### config.mk
export PLATFORM = sky130hd
export DESIGN_NAME = tile_lcd_writer_flat
export DESIGN_NICKNAME = d
export VERILOG_FILES = /design/src/rtl/tile_lcd_writer_if.sv /design/src/rtl/tile_lcd_writer.sv /design/src/flat_wrapper.sv
export SDC_FILE = /design/constraint.sdc
export NUM_CORES = 1
export LEC_CHECK = 0
export CAP_MARGIN = 20
export CORE_MARGIN = 3
export CORE_UTILIZATION = 45
export CTS_CLUSTER_SIZE = 24
export DETAILED_ROUTE_END_ITERATION = 10
export HOLD_SLACK_MARGIN = 0.08
export PLACE_DENSITY = 0.68
export SYNTH_ARGS = -nofsm -noshare
export SYNTH_HDL_FRONTEND = slang
export SYNTH_SLANG_ARGS = --single-unit
### constraint.sdc
create_clock -name clk -period 7.4 [get_ports clk]
set_input_delay 1.48 -clock clk [delete_from_list [all_inputs] [get_ports clk]]
set_output_delay 1.48 -clock clk [all_outputs]
set_load 0.005 [all_outputs]
### src/rtl/tile_lcd_writer_if.sv
// Request and LCD bus signals of tile_lcd_writer.
// The master side belongs to the map-scan block; the slave side is the writer.
interface tile_lcd_writer_if;
  logic       en_update;
  logic [3:0] x;
  logic [3:0] y;
  logic [2:0] obj_code;
  logic       cmd_done;
  logic       busy;
  logic [7:0] lcd_data;
  logic       lcd_dcx;
  logic       lcd_wrx;
  logic       lcd_csx;

  modport master (
    output en_update, x, y, obj_code,
    input  cmd_done, busy, lcd_data, lcd_dcx, lcd_wrx, lcd_csx
  );

  modport slave (
    input  en_update, x, y, obj_code,
    output cmd_done, busy, lcd_data, lcd_dcx, lcd_wrx, lcd_csx
  );
endinterface

### src/rtl/tile_lcd_writer.sv
// tile_lcd_writer: sends a fixed panel init sequence, then turns each tile
// request into an 8080 8-bit write burst (column set, page set, memory write,
// solid RGB565 fill) and pulses cmd_done when the tile is written.
// Every bus byte takes two clocks: strobe low, then strobe high.
module tile_lcd_writer #(
  parameter int unsigned TILE_PX   = 20,
  parameter int unsigned INIT_WAIT = 1000
) (
  input  logic             clk,
  input  logic             rst,
  tile_lcd_writer_if.slave bus
);
  localparam int unsigned NPIX   = TILE_PX * TILE_PX;
  localparam int unsigned PIX_W  = ($clog2(NPIX) > 16) ? $clog2(NPIX) : 16;
  localparam int unsigned WAIT_W = (INIT_WAIT > 2) ? $clog2(INIT_WAIT) : 1;
  localparam logic [PIX_W-1:0]  PIX_LAST  = PIX_W'(NPIX - 1);
  localparam logic [WAIT_W-1:0] WAIT_LAST = WAIT_W'(INIT_WAIT - 1);
  localparam logic [3:0]        HDR_PIX   = 4'd11;

  typedef enum logic [2:0] {
    S_INIT_SEND, S_INIT_WAIT, S_IDLE, S_LATCH, S_BURST, S_DONE
  } state_t;

  state_t            r_state, w_state;
  logic [2:0]        r_init_idx, w_init_idx;
  logic [WAIT_W-1:0] r_wait, w_wait;
  logic              r_en_prev;
  logic [3:0]        r_x, w_x, r_y, w_y;
  logic [2:0]        r_obj, w_obj;
  logic [15:0]       r_x0, w_x0, r_x1, w_x1, r_y0, w_y0, r_y1, w_y1;
  logic [15:0]       r_colour, w_colour;
  logic [3:0]        r_hdr, w_hdr;
  logic [PIX_W-1:0]  r_pix, w_pix;
  logic              r_lo, w_lo;
  logic [7:0]        r_data, w_data;
  logic              r_dcx, w_dcx, r_wrx, w_wrx, r_csx, w_csx;
  logic              w_load_init, w_load_burst;

  // State, bus and transaction registers
  always_ff @(posedge clk or posedge rst) begin
    if (rst) begin
      r_state    <= S_INIT_SEND;
      r_init_idx <= '0;
      r_wait     <= '0;
      r_en_prev  <= 1'b0;
      r_x        <= '0;
      r_y        <= '0;
      r_obj      <= '0;
      r_x0       <= '0;
      r_x1       <= '0;
      r_y0       <= '0;
      r_y1       <= '0;
      r_colour   <= '0;
      r_hdr      <= '0;
      r_pix      <= '0;
      r_lo       <= 1'b0;
      r_data     <= '0;
      r_dcx      <= 1'b1;
      r_wrx      <= 1'b1;
      r_csx      <= 1'b1;
    end else begin
      r_state    <= w_state;
      r_init_idx <= w_init_idx;
      r_wait     <= w_wait;
      r_en_prev  <= bus.en_update;
      r_x        <= w_x;
      r_y        <= w_y;
      r_obj      <= w_obj;
      r_x0       <= w_x0;
      r_x1       <= w_x1;
      r_y0       <= w_y0;
      r_y1       <= w_y1;
      r_colour   <= w_colour;
      r_hdr      <= w_hdr;
      r_pix      <= w_pix;
      r_lo       <= w_lo;
      r_data     <= w_data;
      r_dcx      <= w_dcx;
      r_wrx      <= w_wrx;
      r_csx      <= w_csx;
    end
  end

  // Next state, byte pointers and the byte presented at the next cycle A.
  // In INIT_SEND a high chip select marks the idle cycle before a group starts.
  always_comb begin
    w_state      = r_state;
    w_init_idx   = r_init_idx;
    w_wait       = r_wait;
    w_x          = r_x;
    w_y          = r_y;
    w_obj        = r_obj;
    w_x0         = r_x0;
    w_x1         = r_x1;
    w_y0         = r_y0;
    w_y1         = r_y1;
    w_colour     = r_colour;
    w_hdr        = r_hdr;
    w_pix        = r_pix;
    w_lo         = r_lo;
    w_data       = r_data;
    w_dcx        = r_dcx;
    w_wrx        = 1'b1;
    w_csx        = r_csx;
    w_load_init  = 1'b0;
    w_load_burst = 1'b0;

    case (r_state)
      S_INIT_SEND: begin
        w_csx = 1'b0;
        if (r_csx) begin
          w_load_init = 1'b1;
        end else if (r_wrx) begin
          if (r_init_idx == 3'd6) begin
            w_state = S_IDLE;
            w_csx   = 1'b1;
          end else if (r_init_idx <= 3'd1) begin
            w_state    = S_INIT_WAIT;
            w_wait     = '0;
            w_csx      = 1'b1;
            w_init_idx = r_init_idx + 3'd1;
          end else begin
            w_init_idx  = r_init_idx + 3'd1;
            w_load_init = 1'b1;
          end
        end
      end
      S_INIT_WAIT: begin
        if (r_wait == WAIT_LAST) w_state = S_INIT_SEND;
        else                     w_wait  = r_wait + 1'b1;
      end
      S_IDLE: begin
        if (bus.en_update && !r_en_prev) begin
          w_state = S_LATCH;
          w_x     = bus.x;
          w_y     = bus.y;
          w_obj   = bus.obj_code;
        end
      end
      S_LATCH: begin
        w_x0 = 16'(32'(r_x) * TILE_PX);
        w_x1 = w_x0 + 16'(TILE_PX - 1);
        w_y0 = 16'(32'(r_y) * TILE_PX);
        w_y1 = w_y0 + 16'(TILE_PX - 1);
        case (r_obj)
          3'b000:  w_colour = 16'h0000;
          3'b001:  w_colour = 16'h07E0;
          3'b010:  w_colour = 16'h03E0;
          3'b011:  w_colour = 16'hF800;
          3'b100:  w_colour = 16'hFFFF;
          default: w_colour = 16'hF81F;
        endcase
        if (r_y >= 4'd12) begin
          w_state = S_DONE;
        end else begin
          w_state      = S_BURST;
          w_hdr        = '0;
          w_pix        = '0;
          w_lo         = 1'b0;
          w_csx        = 1'b0;
          w_load_burst = 1'b1;
        end
      end
      S_BURST: begin
        if (r_wrx) begin
          if (r_hdr == HDR_PIX && r_pix == PIX_LAST && r_lo) begin
            w_state = S_DONE;
            w_csx   = 1'b1;
          end else begin
            w_load_burst = 1'b1;
            if (r_hdr != HDR_PIX) begin
              w_hdr = r_hdr + 4'd1;
            end else if (!r_lo) begin
              w_lo = 1'b1;
            end else begin
              w_lo  = 1'b0;
              w_pix = r_pix + 1'b1;
            end
          end
        end
      end
      S_DONE:  w_state = S_IDLE;
      default: w_state = S_INIT_SEND;
    endcase

    if (w_load_init) begin
      w_wrx = 1'b0;
      case (w_init_idx)
        3'd0:    {w_dcx, w_data} = 9'h001;
        3'd1:    {w_dcx, w_data} = 9'h011;
        3'd2:    {w_dcx, w_data} = 9'h03A;
        3'd3:    {w_dcx, w_data} = 9'h155;
        3'd4:    {w_dcx, w_data} = 9'h036;
        3'd5:    {w_dcx, w_data} = 9'h128;
        default: {w_dcx, w_data} = 9'h029;
      endcase
    end

    if (w_load_burst) begin
      w_wrx = 1'b0;
      case (w_hdr)
        4'd0:    {w_dcx, w_data} = {1'b0, 8'h2A};
        4'd1:    {w_dcx, w_data} = {1'b1, w_x0[15:8]};
        4'd2:    {w_dcx, w_data} = {1'b1, w_x0[7:0]};
        4'd3:    {w_dcx, w_data} = {1'b1, w_x1[15:8]};
        4'd4:    {w_dcx, w_data} = {1'b1, w_x1[7:0]};
        4'd5:    {w_dcx, w_data} = {1'b0, 8'h2B};
        4'd6:    {w_dcx, w_data} = {1'b1, w_y0[15:8]};
        4'd7:    {w_dcx, w_data} = {1'b1, w_y0[7:0]};
        4'd8:    {w_dcx, w_data} = {1'b1, w_y1[15:8]};
        4'd9:    {w_dcx, w_data} = {1'b1, w_y1[7:0]};
        4'd10:   {w_dcx, w_data} = {1'b0, 8'h2C};
        default: {w_dcx, w_data} = {1'b1, w_lo ? w_colour[7:0] : w_colour[15:8]};
      endcase
    end
  end

  assign bus.lcd_data = r_data;
  assign bus.lcd_dcx  = r_dcx;
  assign bus.lcd_wrx  = r_wrx;
  assign bus.lcd_csx  = r_csx;
  assign bus.cmd_done = (r_state == S_DONE);
  assign bus.busy     = (r_state != S_IDLE);
endmodule

### src/flat_wrapper.sv
// flat-port wrapper written by rule: the top's interface ports become plain ports
module tile_lcd_writer_flat 
#(
  parameter int unsigned TILE_PX   = 20,
  parameter int unsigned INIT_WAIT = 1000
)
  (clk, rst, bus_en_update, bus_x, bus_y, bus_obj_code, bus_cmd_done, bus_busy, bus_lcd_data, bus_lcd_dcx, bus_lcd_wrx, bus_lcd_csx);
  tile_lcd_writer_if bus_i ();
  input  logic clk;
  input  logic rst;
  input wire logic [$bits(bus_i.en_update)-1:0] bus_en_update;
  input wire logic [$bits(bus_i.x)-1:0] bus_x;
  input wire logic [$bits(bus_i.y)-1:0] bus_y;
  input wire logic [$bits(bus_i.obj_code)-1:0] bus_obj_code;
  output wire logic [$bits(bus_i.cmd_done)-1:0] bus_cmd_done;
  output wire logic [$bits(bus_i.busy)-1:0] bus_busy;
  output wire logic [$bits(bus_i.lcd_data)-1:0] bus_lcd_data;
  output wire logic [$bits(bus_i.lcd_dcx)-1:0] bus_lcd_dcx;
  output wire logic [$bits(bus_i.lcd_wrx)-1:0] bus_lcd_wrx;
  output wire logic [$bits(bus_i.lcd_csx)-1:0] bus_lcd_csx;
  assign bus_i.en_update = bus_en_update;
  assign bus_i.x = bus_x;
  assign bus_i.y = bus_y;
  assign bus_i.obj_code = bus_obj_code;
  assign bus_cmd_done = bus_i.cmd_done;
  assign bus_busy = bus_i.busy;
  assign bus_lcd_data = bus_i.lcd_data;
  assign bus_lcd_dcx = bus_i.lcd_dcx;
  assign bus_lcd_wrx = bus_i.lcd_wrx;
  assign bus_lcd_csx = bus_i.lcd_csx;
  tile_lcd_writer #(.TILE_PX(TILE_PX), .INIT_WAIT(INIT_WAIT)) u_core (.clk(clk), .rst(rst), .bus(bus_i));
endmodule
# Word level (Yosys, flattened, before mapping)
# Cells that the tools add are included.
# word_totals
register_bits	140
out_inout_bits	13
input_bits	14
elab_cells	163
# op_classes
n_addsub	6
muxes	71
n_eq_ne	44
n_mul	2
reduce_logical	19
order_cmp	2
# ops
operator	n
two-way mux 16 bit	10
one-hot mux 8 bit (11 select lines)	1
one-hot mux 16 bit (5 select lines)	1
two-way mux 10 bit	5
one-hot mux 7 bit (6 select lines)	1
two-way mux 3 bit	12
one-hot mux 16 bit (2 select lines)	1
two-way mux 1 bit	27
two-way mux 8 bit	3
adder 9 x 5 -> 10 bit (second input constant)	2
one-hot mux 10 bit (2 select lines)	1
equality test 3 x 2 -> 1 bit (second input constant)	6
equality test 3 bit (second input constant)	6
one-hot mux 3 bit (6 select lines)	1
adder 16 x 1 -> 16 bit (second input constant)	1
equality test 16 x 9 -> 1 bit (second input constant)	1
equality test 4 x 3 -> 1 bit (second input constant)	4
equality test 4 bit (second input constant)	4
two-way mux 4 bit	4
multiplier 4 x 3 -> 7 bit (second input constant)	2
!= test 2 x 1 -> 1 bit (second input constant)	7
!= test 2 bit (second input constant)	6
AND reduction 6 bit	2
adder 10 x 1 -> 10 bit (second input constant)	1
other kinds (25)	35

# Depth between registers and ports, before layout
# depth
ltp_word	10
mapped_depth	11
ltp_nobuf	11

# Worst setup path before layout
# OpenSTA, ideal clock, no wires.
# synth_path
path_type	flip-flop to flip-flop
from	register u_core.r_y[1]
to	register u_core.r_data[0] (netlist: u_core.bus.lcd_data[0])
n_path_buf	0
setup_ns	0.133
t_required_ns	7.267
synth_period_minus_slack_ns	2.611
arrival_time_ns	2.478
setup_slack_ns	4.789
stages_incl_launch_ff	12
path_cell_list	dfrtp_1 -> ha_1 -> ha_1 -> inv_1 -> fa_1 -> nand2b_1 -> nand3_1 -> o31ai_1 -> o22a_1 -> a2111o_1 -> a32oi_1 -> o22ai_1
# synth_between
word_cells_on_any_way	26
classes_between	add/sub (1); mul (1); order compare (1); eq/ne (10); mux (11); reduce/logical (2)
# synth_lines
element	line_no	rtl
start, declared	tile_lcd_writer.sv:28	logic [3:0] r_x, w_x, r_y, w_y;
start signal, assigned	tile_lcd_writer.sv:67	r_y <= w_y;
multiplier 4 x 3 -> 7 bit	tile_lcd_writer.sv:143	w_y0 = 16'(32'(r_y) * TILE_PX);
adder 9 x 5 -> 10 bit	tile_lcd_writer.sv:144	w_y1 = w_y0 + 16'(TILE_PX - 1);
two-way mux 16 bit	tile_lcd_writer.sv:108	case (r_state)
net u_core.w_y1[8]	tile_lcd_writer.sv:30	logic [15:0] r_x0, w_x0, r_x1, w_x1, r_y0, w_y0, r_y1, w_y1;
one-hot mux 8 bit (11 select lines)	tile_lcd_writer.sv:201	case (w_hdr)
two-way mux 8 bit	tile_lcd_writer.sv:199	if (w_load_burst) begin
end signal, assigned	tile_lcd_writer.sv:77	r_data <= w_data;
end, declared	tile_lcd_writer.sv:35	logic [7:0] r_data, w_data;
# The timed path passes the listed nets, and every way through them passes these cells.
# A chain may end at the register's enable or synchronous reset.

# Final worst setup path
# layout_path
from	register u_core.r_state[0]
to	output bus_cmd_done
# layout_between
elab_chain_cells	1
# layout_rtl
element	line_no	rtl
start, declared	tile_lcd_writer.sv:24	state_t r_state, w_state;
start signal, assigned	tile_lcd_writer.sv:62	r_state <= w_state;
equality test 3 bit	tile_lcd_writer.sv:222	assign bus.cmd_done = (r_state == S_DONE);
end, declared	flat_wrapper.sv:15	output wire logic [$bits(bus_i.cmd_done)-1:0] bus_cmd_done;
# No other way between the ends.

==> results_dict.tcl <==
set metrics [dict create \
    status "completed" \
    syn-instance-count 716 \
    comb_power_share_pct 2.8 \
    synth_nets 748 \
    fin_ws_ns 3.89 \
    cts_hold_buf 0 \
    rsz0062_at_grt "no" \
    power_per_cell_area_mw_per_mm2 202 \
    ant_nets 0 \
    rr_startpoint "u_core.r_state[2]" \
    drv_slew 0 \
    path_clk_slew_ns 0.06 \
    p_leak_nw 3.79 \
    hold-path-cell-count 2 \
    dpl.hpwl_um 11600 \
    remaining_drc_errors 0 \
    start_util_pct 46.7 \
    cts_made_buffers 17 \
    arrival_ns 2.03 \
    grt_max_degree 88 \
    synthArstFlopShare_pct 100 \
    r2r_end "u_core.bus.lcd_data[1]" \
    hold_end "u_core.r_y1[0]" \
    fp.dieH_um 133 \
    grt_pass1_vias 5472 \
    vias_per_cell 5.72 \
    first_iter_violations 444 \
    insertion_delay_ns 0.42 \
    antenna_found_initial 0 \
    cts_tree "built" \
    n_antenna_cell 0 \
    nFillCells 1366 \
    cts.root.buffer_cell "clkbuf_16" \
    worstPathRequired_ns 5.92 \
    multi_input_area_mm2 0.00344 \
    fin_worst_skew_ns 0.0115 \
    wl_met2_um 7970 \
    final_core_util_pct 53.1 \
    grt_pass1_wl_um 27700 \
    pre_cts_ws_ns 3.95 \
    r2r_cells 9 \
    tightest_slew_ns 0.827 \
    post_cts_resized 0 \
    clk_path_buf_depth 2 \
    critPathCaptureType "output port" \
    vias 5461 \
    synth_edf_count 0 \
    synth.avg_cell_area_um2 10.1 \
    row_count 45 \
    p_clk_share_pct 50.5 \
    synth_area_leaders "dfrtp_1 48%, nand2_1 5.1%, and2_1 3.0%" \
    wl_met3_um 880 \
    post-route-period-util_pct 47.4 \
    syn_to_final_growth_pct 13.8 \
    cts_setup_buffers 0 \
    yosysWarnings 0 \
    cts-htree-levels 4 \
    synth_top_area_cell "dfrtp_1" \
    maxCapViolCount 0 \
    fin_setup_tns_ns 0 \
    drtPass1Iterations 5 \
    coreArea_mm2 0.0154 \
    max_freq_mhz 285 \
    p_seq_share_pct 46.8 \
    min_path_type "register to register" \
    gp_congestion 0.888 \
    synth_top_area_share_pct 47.6 \
    synth_seq_cells 140 \
    peakVddDrop_mv 0.179 \
    worst-r2r-setup-slack_ns 4.08 \
    wl_per_cell_um 17.3 \
    yosys_most_used_dff "dfrtp_1" \
    die-area_mm2 0.0176 \
    seq_area_mm2 0.00351 \
    switching_share_pct 23.6 \
    highest_layer "met4" \
    syn_area_mm2 0.00720 \
    die_w_um 133 \
    min_from "u_core.r_y1[0]" \
    synth_cell_types 96 \
    max_slew_margin_pct 44.8 \
    cp_max_fo 16 \
    crit_type "register to output port" \
    timing.hold.ws_ns 0.468 \
    fin_nets 763 \
    grt.overflow.total 0 \
    ios 27 \
    portBuffers 26 \
    grt_usage_pct 19.6 \
    p_switching_mw 0.391 \
    min_period_ns 3.51 \
    cts_sinks 140 \
    routed_wl_um 16500 \
    intPower_mw 1.26 \
    start_kind "register" \
    setup_violations 0 \
    hold_viol 0 \
    yosysSeqAreaShare_pct 48.7 \
    wl_met1_um 7310 \
    drive_above_1_share_pct 11.3 \
]
[power groups by stage]
stage	combinational [mW]	sequential (mW)	clock, mW
2_1_floorplan	0.0292	0.786	0
3_3_place_gp	0.0436	0.787	0
3_5_place_dp	0.0451	0.787	0
4_1_cts	0.0455	0.773	0.848
5_1_grt	0.0529	0.773	0.891
6_report	0.0458	0.773	0.835
[worst max path at each step]
stage	start	to	slack [ns]	depth (start not counted)
after global routing	u_core.r_state[1]	u_core.bus.lcd_data[1]	3.69	9
after detailed placement	rst	u_core.r_x0[4]	3.95	3
after floorplan	rst	u_core.bus.lcd_data[0]	2.17	1
after CTS	u_core.r_state[0]	bus_cmd_done	3.91	4
final	u_core.r_state[0]	bus_cmd_done	3.89	4
after global placement	rst	u_core.r_y0[5]	3.97	3
[cell type report]
type	count	share of cell area (%)
clock buffer	17	5.19
clock inverter	15	1.91
inverter	24	1.16
multi-input combinational	518	41.9
sequential	140	42.8
tap	211	3.22
timing repair buffer	30	3.79
[cell usage after synthesis (10+ instances only)]
master    instances
a21oi_1          22
a31oi_1          12
and2_1           35
buf_2            12
clkbuf_1         14
dfrtp_1         137
ha_1             16
inv_1            21
mux2_2           12
nand2_1          98
nand2b_1         10
nand3_1          29
nor2_1           49
o21a_1           10
o21ai_0          25
xor2_1           19
[state kept, by name (all words and copies together), names as in the netlist, 4 cells and up]
signal and count:
u_core.r_colour 16, u_core.r_pix 16, u_core.r_x0 16, u_core.r_x1 16, u_core.r_y0 16, u_core.r_y1 16
u_core.r_wait 10, u_core.bus.lcd_data 8, u_core.r_hdr 4, u_core.r_x 4, u_core.r_y 4
[cells by family after synthesis]
family	share of synthesized area, %
AO/OA/AOI/OAI	16.7
XOR/XNOR	3.51
adder cells (fa/ha/maj)	3.33
buffers and inverters	3.61
flip-flops	48.7
multiplexers	2.94
AND/OR/NAND/NOR	21.2
[layer usage]
layer / GRT usage [%] / vias up
li1: - / 2598
met1: 26.0 / 2692
met2: 31.6 / 145
met3: 4.49 / 26
met4: 7.33 / 0
met5: 0 / -
[critical path, cell delays in order, from the launching register on]
cell	delay (ns)
dfrtp_1	0.60
inv_1	0.13
nor2_1	0.16
and2_1	0.20
clkdlybuf4s50_1	0.52
[layout by cell type (no fill, tap or decap), drive strengths merged, types with 7 or more instances in the layout]
master / n
a21o: 7
a21oi: 24
a22oi: 8
a31oi: 12
and2: 37
clkbuf: 17
clkdlybuf4s50: 26
dfrtp: 137
ha: 16
inv: 32
mux2: 14
nand2: 99
nand2b: 10
nand3: 30
nor2: 51
nor3: 9
o21a: 10
o21ai: 31
o31ai: 7
xnor2: 9
xor2: 19
[metrics by stage]
step	std cells	total power, mW	instance area [µm²]
floorplan	716	0.815	7200
global placement	922	0.831	7590
detailed placement	922	0.832	7590
CTS	954	1.67	8170
global route	955	1.72	8200
finish	955	1.65	8200
No activity file was read; power rests on OpenSTA's default activity.
